--- config.mk ---
export PLATFORM = sky130hd
export DESIGN_NAME = adc_sample_ctrl
export DESIGN_NICKNAME = d
export VERILOG_FILES = /design/src/rtl/adc_sample_ctrl.sv
export SDC_FILE = /design/constraint.sdc
export NUM_CORES = 1
export LEC_CHECK = 0
export ABC_AREA = 1
export CORE_MARGIN = 4
export CORE_UTILIZATION = 30
export CTS_CLUSTER_DIAMETER = 60
export DETAILED_ROUTE_END_ITERATION = 10
export DONT_BUFFER_PORTS = 1
export MAX_ROUTING_LAYER = met4
export PLACE_DENSITY = 0.47
export REMOVE_ABC_BUFFERS = 1
export SKIP_CTS_REPAIR_TIMING = 1
export SKIP_LAST_GASP = 1
export SLEW_MARGIN = 15
export SYNTH_ARGS = -nofsm -noshare
export SYNTH_HDL_FRONTEND = slang
export SYNTH_SLANG_ARGS = --single-unit
--- constraint.sdc ---
create_clock -name clk -period 3.2 [get_ports clk]
set_input_delay 0.32 -clock clk [delete_from_list [all_inputs] [get_ports clk]]
set_output_delay 0.32 -clock clk [all_outputs]
set_load 0.03 [all_outputs]
--- src/rtl/adc_sample_ctrl.sv ---
// rtl/adc_sample_ctrl.sv - serial ADC sampler feeding the Kalman filter stage
//
// Purpose: on each sample tick, runs one 16-clock MSB-first frame on a 12-bit
// serial ADC, publishes the code on origin_data, holds it for SETTLE cycles,
// strobes en_kalman and waits for filter_finish (bounded by ACK_TIMEOUT).
//
// Ports:
//   clk, rst        system clock, synchronous active-high reset
//   start_en        enables the periodic sample tick
//   adc_sdo         ADC serial data in
//   filter_finish   acknowledge from the filter
//   adc_cs_n        ADC chip select (active low)
//   adc_sclk        ADC serial clock, idles high
//   origin_data     last accepted 12-bit sample
//   en_kalman       one-cycle strobe to the filter
//   busy            high outside IDLE
//   overrun         pulse: tick arrived while busy (tick dropped)
//   ack_err         pulse: filter_finish timed out
//   frame_err       pulse: leading nibble non-zero (checked build only)
//
// Build option: ADC_FRAME_CHECK_EN enables the leading-zero frame check.

module adc_sample_ctrl #(
  parameter int CLK_DIV       = 4,
  parameter int SAMPLE_PERIOD = 50000,
  parameter int SETTLE        = 8,
  parameter int ACK_TIMEOUT   = 16
) (
  input  logic        clk,
  input  logic        rst,
  input  logic        start_en,
  input  logic        adc_sdo,
  input  logic        filter_finish,
  output logic        adc_cs_n,
  output logic        adc_sclk,
  output logic [11:0] origin_data,
  output logic        en_kalman,
  output logic        busy,
  output logic        overrun,
  output logic        ack_err,
  output logic        frame_err
);

  localparam int TW = (SAMPLE_PERIOD > 1) ? $clog2(SAMPLE_PERIOD) : 1;
  localparam int AW = $clog2(ACK_TIMEOUT + 1);
`ifdef ADC_FRAME_CHECK_EN
  localparam int SW = 16;
`else
  // Leading bits are ignored, so they simply fall off the top of a 12-bit shifter.
  localparam int SW = 12;
`endif

  typedef enum logic [2:0] {
    S_IDLE, S_CONV, S_LOAD, S_SETTLE, S_STROBE, S_WAIT_ACK
  } state_t;

  state_t          state_q, state_d;
  logic [TW-1:0]   tick_cnt_q;
  logic [7:0]      div_cnt_q, div_cnt_d;
  logic [5:0]      tog_cnt_q, tog_cnt_d;
  logic            sclk_q, sclk_d;
  logic [SW-1:0]   shift_q, shift_d;
  logic [11:0]     origin_q, origin_d;
  logic [7:0]      set_cnt_q, set_cnt_d;
  logic [AW-1:0]   ack_cnt_q, ack_cnt_d;
  logic            tick;
  logic            frame_ok;
  logic            frame_err_c;

  assign tick = start_en && (tick_cnt_q == TW'(SAMPLE_PERIOD - 1));

`ifdef ADC_FRAME_CHECK_EN
  assign frame_ok = (shift_q[15:12] == 4'b0000);
`else
  assign frame_ok = 1'b1;
`endif

  // The tail CONV cycle (32 toggles done) already has chip select released,
  // giving exactly 32*CLK_DIV low cycles while the last rising edge settles.
  assign adc_cs_n    = !((state_q == S_CONV) && (tog_cnt_q != 6'd32));
  assign adc_sclk    = sclk_q;
  assign origin_data = origin_q;
  assign busy        = (state_q != S_IDLE);
  assign overrun     = tick && busy;
  assign frame_err   = frame_err_c;

  always_ff @(posedge clk) begin
    if (rst) begin
      state_q    <= S_IDLE;
      tick_cnt_q <= '0;
      div_cnt_q  <= '0;
      tog_cnt_q  <= '0;
      sclk_q     <= 1'b1;
      shift_q    <= '0;
      origin_q   <= '0;
      set_cnt_q  <= '0;
      ack_cnt_q  <= '0;
    end else begin
      state_q    <= state_d;
      tick_cnt_q <= (!start_en || tick) ? '0 : tick_cnt_q + 1'b1;
      div_cnt_q  <= div_cnt_d;
      tog_cnt_q  <= tog_cnt_d;
      sclk_q     <= sclk_d;
      shift_q    <= shift_d;
      origin_q   <= origin_d;
      set_cnt_q  <= set_cnt_d;
      ack_cnt_q  <= ack_cnt_d;
    end
  end

  always_comb begin
    state_d     = state_q;
    div_cnt_d   = div_cnt_q;
    tog_cnt_d   = tog_cnt_q;
    sclk_d      = sclk_q;
    shift_d     = shift_q;
    origin_d    = origin_q;
    set_cnt_d   = set_cnt_q;
    ack_cnt_d   = ack_cnt_q;
    en_kalman   = 1'b0;
    ack_err     = 1'b0;
    frame_err_c = 1'b0;

    case (state_q)
      S_IDLE: begin
        if (tick) begin
          state_d   = S_CONV;
          div_cnt_d = '0;
          tog_cnt_d = '0;
          sclk_d    = 1'b1;
        end
      end

      S_CONV: begin
        if (tog_cnt_q == 6'd32) begin
          // Shifter is final here; publish so the code is visible during LOAD.
          state_d   = S_LOAD;
          div_cnt_d = '0;
          tog_cnt_d = '0;
          if (frame_ok) origin_d = shift_q[11:0];
        end else if (div_cnt_q == 8'(CLK_DIV - 1)) begin
          div_cnt_d = '0;
          tog_cnt_d = tog_cnt_q + 6'd1;
          sclk_d    = ~sclk_q;
          // Sample on the edge that drives sclk high.
          if (!sclk_q) shift_d = {shift_q[SW-2:0], adc_sdo};
        end else begin
          div_cnt_d = div_cnt_q + 8'd1;
        end
      end

      S_LOAD: begin
        set_cnt_d = '0;
        state_d   = S_SETTLE;
        if (!frame_ok) begin
          frame_err_c = 1'b1;
          state_d     = S_IDLE;
        end
      end

      S_SETTLE: begin
        if (set_cnt_q == 8'(SETTLE - 1)) state_d = S_STROBE;
        else set_cnt_d = set_cnt_q + 8'd1;
      end

      S_STROBE: begin
        en_kalman = 1'b1;
        ack_cnt_d = '0;
        state_d   = S_WAIT_ACK;
      end

      S_WAIT_ACK: begin
        if (filter_finish) begin
          state_d = S_IDLE;
        end else if (ack_cnt_q == AW'(ACK_TIMEOUT - 1)) begin
          ack_err = 1'b1;
          state_d = S_IDLE;
        end else begin
          ack_cnt_d = ack_cnt_q + 1'b1;
        end
      end

      default: state_d = S_IDLE;
    endcase
  end

endmodule

---- Word level (Yosys, flattened, before mapping) ----
Cells that the tools add are included.
Widths: inputs -> output; s select.
operators by class
  equal/unequal tests ..................... 21
  multiplexer cells ....................... 27
  reduce and logical (&&, ||, !) cells .... 20
  bitwise gates (word level) .............. 2
  add/subtract/negate cells ............... 5
operator list
  cell                   count
  $mux 8                 4
  $pmux 8 s2             2
  $mux 6                 3
  $pmux 3 s6             1
  $add 16x1->16 const B  1
  $add 8x1->8 const B    2
  $eq 16x16->1 const B   1
  $mux 3                 5
  $ne 2x2->1 const B     6
  $pmux 6 s2             1
  $reduce_and 4->1       3
  $mux 5                 2
  $pmux 5 s2             1
  $eq 8x2->1 const B     1
  $eq 8x3->1 const B     1
  $mux 1                 7
  $add 6x1->6 const B    1
  $eq 3x2->1 const B     2
  $eq 3x3->1 const B     2
  $eq 6x6->1 const B     1
  $ne 6x6->1 const B     1
  $reduce_and 2->1       3
  $reduce_and 3->1       2
  $reduce_bool 2->1      3
  14 further kinds       19
storage, ports and cells
  output and inout port bits .............. 19
  flip-flop bits (word level) ............. 71
  input bits .............................. 5
  word-level logic and storage cells ...... 84

---- Logic depth before layout (Yosys ltp) ----
Gate-level depths: netlist of the first run.
  word-level depth ........................ 4
  gate-level depth with buffers ........... 12
  depth with buffers taken out ............ 12

---- Least setup slack after synthesis of the first run ----
No wires, ideal clock.
  kind .................................... flip-flop to output port
  start point ............................. register ack_cnt_q[0]
  end point ............................... output port ack_err
  data required time ...................... 2880 ps
  slack ................................... 1560 ps
  buffers on the path ..................... 0
  stages on the path, launching flop included .. 7
  arrival time ............................ 1320 ps
  cell sequence ........................... dfxtp_1 ha_1 inv_1 nor3_1 ha_1 nand2_1 nor2_1
between the ends
  word-level cells in the longest chain between the ends .. 4
RTL lines
  what                      RTL line  text
  start: declaration        65        logic [AW-1:0] ack_cnt_q, ack_cnt_d;
  start signal: assignment  107       ack_cnt_q <= ack_cnt_d;
  $eq 5x4->1                175       end else if (ack_cnt_q == AW'(ACK_TIMEOUT - 1)) begin
  $mux 1                    175
  $mux 1                    173       if (filter_finish) begin
  $mux 1                    124       case (state_q)
  end: declaration          40        output logic ack_err,
No other way between the ends.

---- Worst setup path after layout of the first run ----
  start point ............................. register state_q[0]
  end point ............................... output port overrun
between the ends
  word-level cells in the longest chain between the ends .. 2
RTL lines
  what                      RTL line  text
  start: declaration        57        state_t state_q, state_d;
  start signal: assignment  99        state_q <= state_d;
  $reduce_bool 3->1         83        assign busy = (state_q != S_IDLE);
  named net busy            38        output logic busy,
  $logic_and 1x1->1         84        assign overrun = tick && busy;
  end: declaration          39        output logic overrun,
The timed path passes the listed nets, and every way through them passes these cells.

==> flow_summary.json, run 1 <==
{
  "status": "complete, no violations",
  "hp-start": "rst",
  "numPortBuffers": 0,
  "clock_latency_ns": 0.34,
  "grt_max_degree": 32,
  "numCtsBuffers": 9,
  "fin_setup_tns_ns": 0,
  "stdcell_count": 632,
  "yosys.area.top_type": "dfxtp_1",
  "die-area_mm2": 0.01303,
  "dp_hpwl_um": 5087,
  "initialDrtViolationCount": 126,
  "post-place-ws_ns": 1.139,
  "syn2layout_area_growth_pct": 12.95,
  "yosys.area_share.simple": 0.3109,
  "yosysTopAreaCellShare": 0.4204,
  "fin_hold_ws_ns": 0.05156,
  "dp_cells": 616,
  "via_count": 2903,
  "finalCritPeriodShare": 0.7016,
  "fp.dieW_um": 114.2,
  "ys_ff_latch": 71,
  "drive_gt1_frac": 0.06098,
  "cts_sinks": 71,
  "hp-class": "input port to flop",
  "endpoint_kind": "output pin",
  "rr_endpoint": "origin_data[5]",
  "antenna_found_initial": 0,
  "slowest_stage": "nor2_1",
  "synth_compound_area_frac": 0.1377,
  "multi_input_area_mm2": 0.001660,
  "cts-htree-levels": 3,
  "grt_overflow": 0,
  "final_area_mm2": 0.003819,
  "fin_skew_ns": 0.006391,
  "synth_top_family_by_area": "simple AND/OR/NAND/NOR gates",
  "holdPathEnd": "state_q[2]",
  "fmax_mhz": 445.4,
  "cp_common_cell": "nor2_1",
  "io_pins": 24,
  "cap_violations": 0,
  "r2r-start": "tog_cnt_q[0]",
  "yosys-top-cells-area": "dfxtp_1, nand2_1, nor2_1",
  "drc_errors": 0,
  "fillCellCount": 1193,
  "min_period_ns": 2.245,
  "synth-edff-count": 0,
  "layout.nets": 499,
  "worst_path_largest_cell_delay_ns": 0.54,
  "rsz0062_at_grt": "no",
  "worstPathMaxFanout": 6,
  "grt_use_total": 0.1282,
  "synthMuxAreaShare": 0,
  "peakVddDrop_v": 0.0002343,
  "grt_pass1_wl_um": 13070,
  "root_buffer": "clkbuf_16",
  "setup-violations-final": 0,
  "synthAdderAreaFrac": 0.02591,
  "rows": 38,
  "wirelength_um": 7263,
  "gp_congestion": 0.8210,
  "cts_tree": "done",
  "hold_path_depth": 1,
  "via_per_inst": 4.593,
  "clockBufferDepth": 2,
  "drt_first_pass_iters": 4,
  "required_ns": 2.88,
  "seq_area_mm2": 0.001421,
  "post-route-util": 0.3492,
  "synth-xor-area-share": 0.01554,
  "ys_types": 32,
  "postRouteAntennaNets": 0,
  "path_clk_slew_ns": 0.06,
  "async_reset_ff_frac": 0,
  "yosysSeqAreaShare": 0.4204,
  "power.total_mw": 1.926,
  "worstPathCellList": "nor2_1, nand2_1, inv_1, nor2_1",
  "r2r_cells": 9,
  "syn_inst": 485,
  "avgRoutedWirePerCell_um": 11.49,
  "core-area_mm2": 0.01094,
  "start_util": 0.3092,
  "path_class": "flop to output pin",
  "diodes": 0,
  "die_y_um": 114.2,
  "hold_viol": 0,
  "syn-cell-area_mm2": 0.003381,
  "slew_headroom": 0.4991,
  "reg2reg_setup_slack_ns": 1.15,
  "power.density_mw_per_mm2": 504.3,
  "syn_area_per_cell_um2": 6.971,
  "worstMarginPinSlew_ns": 0.7486,
  "dpl_cell_area_mm2": 0.003511,
  "cp-start-kind": "flop",
  "fin_ws_ns": 0.9547,
  "slew_viol_final": 0,
  "p_leak_nw": 1.475,
  "grt_pass1_vias": 2790,
  "synth_flop_cell": "dfxtp_1",
  "yosysWarnings": 0,
  "cp.arrival_ns": 1.93
}
[area by class of cell]
cell class	instances	share of cell area
clock buffers	10	0.06258
well taps	140	0.04587
multi-input cells	340	0.4348
flip-flops and latches	71	0.3722
inverters	63	0.06258
clock inverters	6	0.01802
repair buffers	2	0.003932
[how the worst max path moves through the flow]
stage                 start        endpoint  slack (ns)
2_1_floorplan  tog_cnt_q[0]        adc_sclk        1.33
3_3_place_gp   tog_cnt_q[0]  origin_data[5]        1.18
3_5_place_dp   tog_cnt_q[0]  origin_data[5]        1.14
4_1_cts          state_q[0]         overrun        0.91
5_1_grt        tog_cnt_q[0]  origin_data[5]        0.86
6_report         state_q[0]         overrun        0.95
[critical path: cells and delay by family, from the launching register on]
| family | cells | cell delay (ns) |
|---|---|---|
| flops | 1 | 0.47 |
| buf+inv | 1 | 0.10 |
| simple gates | 3 | 1.00 |
[per-layer routing]
metal  share of wire  track usage
met5               0            -
met3           0.039      0.03541
met1            0.51       0.1615
met4           0.022      0.06017
met2            0.43       0.1901
[cell usage in the layout (no fill, tap or decap), types with 3 or more instances in the layout]
master     count
nand2_1       91
nor2_1        75
dfxtp_1       71
inv_1         60
a21oi_1       52
nand3_1       38
o21ai_0       32
nand4_1        9
clkbuf_16      9
ha_1           7
nor3_1         6
xnor2_1        4
nor3b_1        4
nand3_2        3
o21a_1         3
[power breakdown]
group          leakage (nW)  switching, mW  internal [mW]
logic                 0.754         0.0155        0.00579
clock network         0.149          0.390          0.628
registers             0.572       0.000783          0.885
total                  1.47          0.407           1.52
[Yosys cell counts, types with 3 or more instances]
cell and count:
nand2_1 91, nor2_1 75, dfxtp_1 71, inv_1 60, a21oi_1 52, nand3_1 38
o21ai_0 32, nand4_1 9, ha_1 7, nor3_1 6, clkbuf_1 5, nor3b_1 4
xnor2_1 4, buf_2 3, nand3_2 3, o21a_1 3
[registers in the layout, summed over array words and instances, names as in the netlist]
register and cells:
state_q 3, origin_data 12, set_cnt_q 8, tick_cnt_q 16, adc_sclk 1, div_cnt_q 8
tog_cnt_q 6, ack_cnt_q 5, shift_q 12
[logic make-up after synthesis]
family | Yosys count
simple gates | 236
other cells | 1
buf+inv | 74
flops | 71
fa+ha+maj | 7
compound gates | 90
xor+xnor | 6
(Power assumes the default switching activity.)
==> inputs of run 2 (changes only) <==
==> constraint.sdc (replaced) <==
create_clock -name clk -period 2.3 [get_ports clk]
set_input_delay 0.23 -clock clk [delete_from_list [all_inputs] [get_ports clk]]
set_output_delay 0.23 -clock clk [all_outputs]
set_load 0.03 [all_outputs]
==> run 2 against run 1 <==
First-iteration DRC count is 10% lower. Utilization is 0.15 points higher. Routed wire length is 1.2% higher. Highest routed layer unchanged. Clock skew hardly changed. Global-route usage is 0.59 points lower. Combinational power is 77% higher. Non-clock buffer count is 3 higher. Sequential power is 39% higher. Flip-flop and latch count stayed put. Via count is 2.2% higher. Hold slack better by 0.013 ns. Final area is 0.43% higher.
==> flow_summary.json, run 2 (synthesis results as in run 1) <==
{
  "gp_congestion": 0.8032,
  "final_area_mm2": 0.003835,
  "grt_use_total": 0.1223,
  "drive_gt1_frac": 0.06465,
  "path_clk_slew_ns": 0.06,
  "hold_viol": 0,
  "initialDrtViolationCount": 113,
  "endpoint_kind": "output pin",
  "fin_ws_ns": 0.2776,
  "slew_headroom": 0.4165,
  "cts-htree-levels": 3,
  "layout.nets": 502,
  "cp-start-kind": "flop",
  "postRouteAntennaNets": 0,
  "die_y_um": 114.2,
  "min_period_ns": 2.022,
  "grt_pass1_wl_um": 12530,
  "numPortBuffers": 0,
  "cts_sinks": 71,
  "clock_latency_ns": 0.33,
  "grt_pass1_vias": 2734,
  "p_leak_nw": 1.486,
  "root_buffer": "clkbuf_16",
  "grt_overflow": 0,
  "hp-class": "input port to flop",
  "finalCritPeriodShare": 0.8793,
  "peakVddDrop_v": 0.0003620,
  "avgRoutedWirePerCell_um": 11.57,
  "worstPathMaxFanout": 4,
  "layout_commonest_cell": "nand2_1",
  "slew_viol_final": 0,
  "die-area_mm2": 0.01303,
  "path_class": "flop to output pin",
  "setup-violations-final": 0,
  "syn2layout_area_growth_pct": 13.43,
  "wirelength_um": 7350,
  "cap_violations": 0,
  "cp.arrival_ns": 1.79,
  "post-route-util": 0.3507,
  "required_ns": 2.07,
  "start_util": 0.3092,
  "fin_skew_ns": 0.006200,
  "cts_tree": "done",
  "dp_hpwl_um": 5035,
  "dpl_cell_area_mm2": 0.003526,
  "top_register": "tick_cnt_q",
  "numCtsBuffers": 9,
  "rows": 38,
  "drt_first_pass_iters": 4,
  "fin_setup_tns_ns": 0,
  "diodes": 0,
  "fp.dieW_um": 114.2,
  "rsz0062_at_grt": "no",
  "via_per_inst": 4.672,
  "via_count": 2967,
  "status": "complete, no violations",
  "power.density_mw_per_mm2": 691.8,
  "clockBufferDepth": 2,
  "drc_errors": 0,
  "post-place-ws_ns": 0.4589,
  "power.total_mw": 2.653,
  "antenna_found_initial": 0,
  "io_pins": 24,
  "largest_register_ffs": 16,
  "worstMarginPinSlew_ns": 0.8724,
  "grt_max_degree": 32,
  "reg2reg_setup_slack_ns": 0.47,
  "layout_common_cells": "nand2_1, nor2_1, dfxtp_1",
  "fmax_mhz": 494.5,
  "core-area_mm2": 0.01094
}
## run 2: cell count changes in the layout (fill, tap and decap cells not counted)
cell	change
dlygate4sd3_1	+1
inv_6	-1
clkinv_4	+1
clkbuf_8	-1
clkinv_2	+1
buf_4	+2
## run 2: through the flow
| step | cells | hold WS (ns) |
|---|---|---|
| 2_1_floorplan | 474 | 0.2991 |
| 3_3_place_gp | 618 | 0.3060 |
| 3_5_place_dp | 618 | 0.3072 |
| 4_1_cts | 634 | -0.05391 |
| 5_1_grt | 635 | 0.07363 |
| 6_report | 635 | 0.06459 |
## run 2: cell type report
cell class	count	area [µm²]
Clock inverter	7	73.82
Sequential cell	71	1421
Multi-Input combinational cell	340	1660
Inverter	63	239.0
Fill cell	1185	7101
Timing Repair Buffer	5	40.04
Tap cell	140	175.2
Clock buffer	9	225.2
## run 2: per-layer routing
| layer | vias up | global-route usage | routed length (µm) |
|---|---|---|---|
| met5 | - | - | 0 |
| met1 | 1336 | 0.1535 | 3706 |
| met3 | 13 | 0.03277 | 213 |
| li1 | 1579 | - | - |
| met2 | 39 | 0.1866 | 3299 |
| met4 | 0 | 0.04988 | 131 |
## run 2: final timing paths
check                start            end  cells past startpoint
max           ack_cnt_q[0]        ack_err                      6
min reg2reg  tick_cnt_q[0]  tick_cnt_q[0]                      1
max reg2reg     state_q[0]   tog_cnt_q[0]                      9
min                    rst   ack_cnt_q[2]                      3
## run 2: report_power, final
group | internal, mW | switching, mW
clock | 0.840 | 0.542
sequential | 1.23 | 0.00117
combinational | 0.00922 | 0.0285
total | 2.08 | 0.572
## run 2: worst max-delay path: stages, from the launching register on
cell,delay (ns)
dfxtp_1,0.37
ha_1,0.16
inv_1,0.06
nor3_1,0.14
ha_1,0.22
nand2_1,0.06
nor2_1,0.44
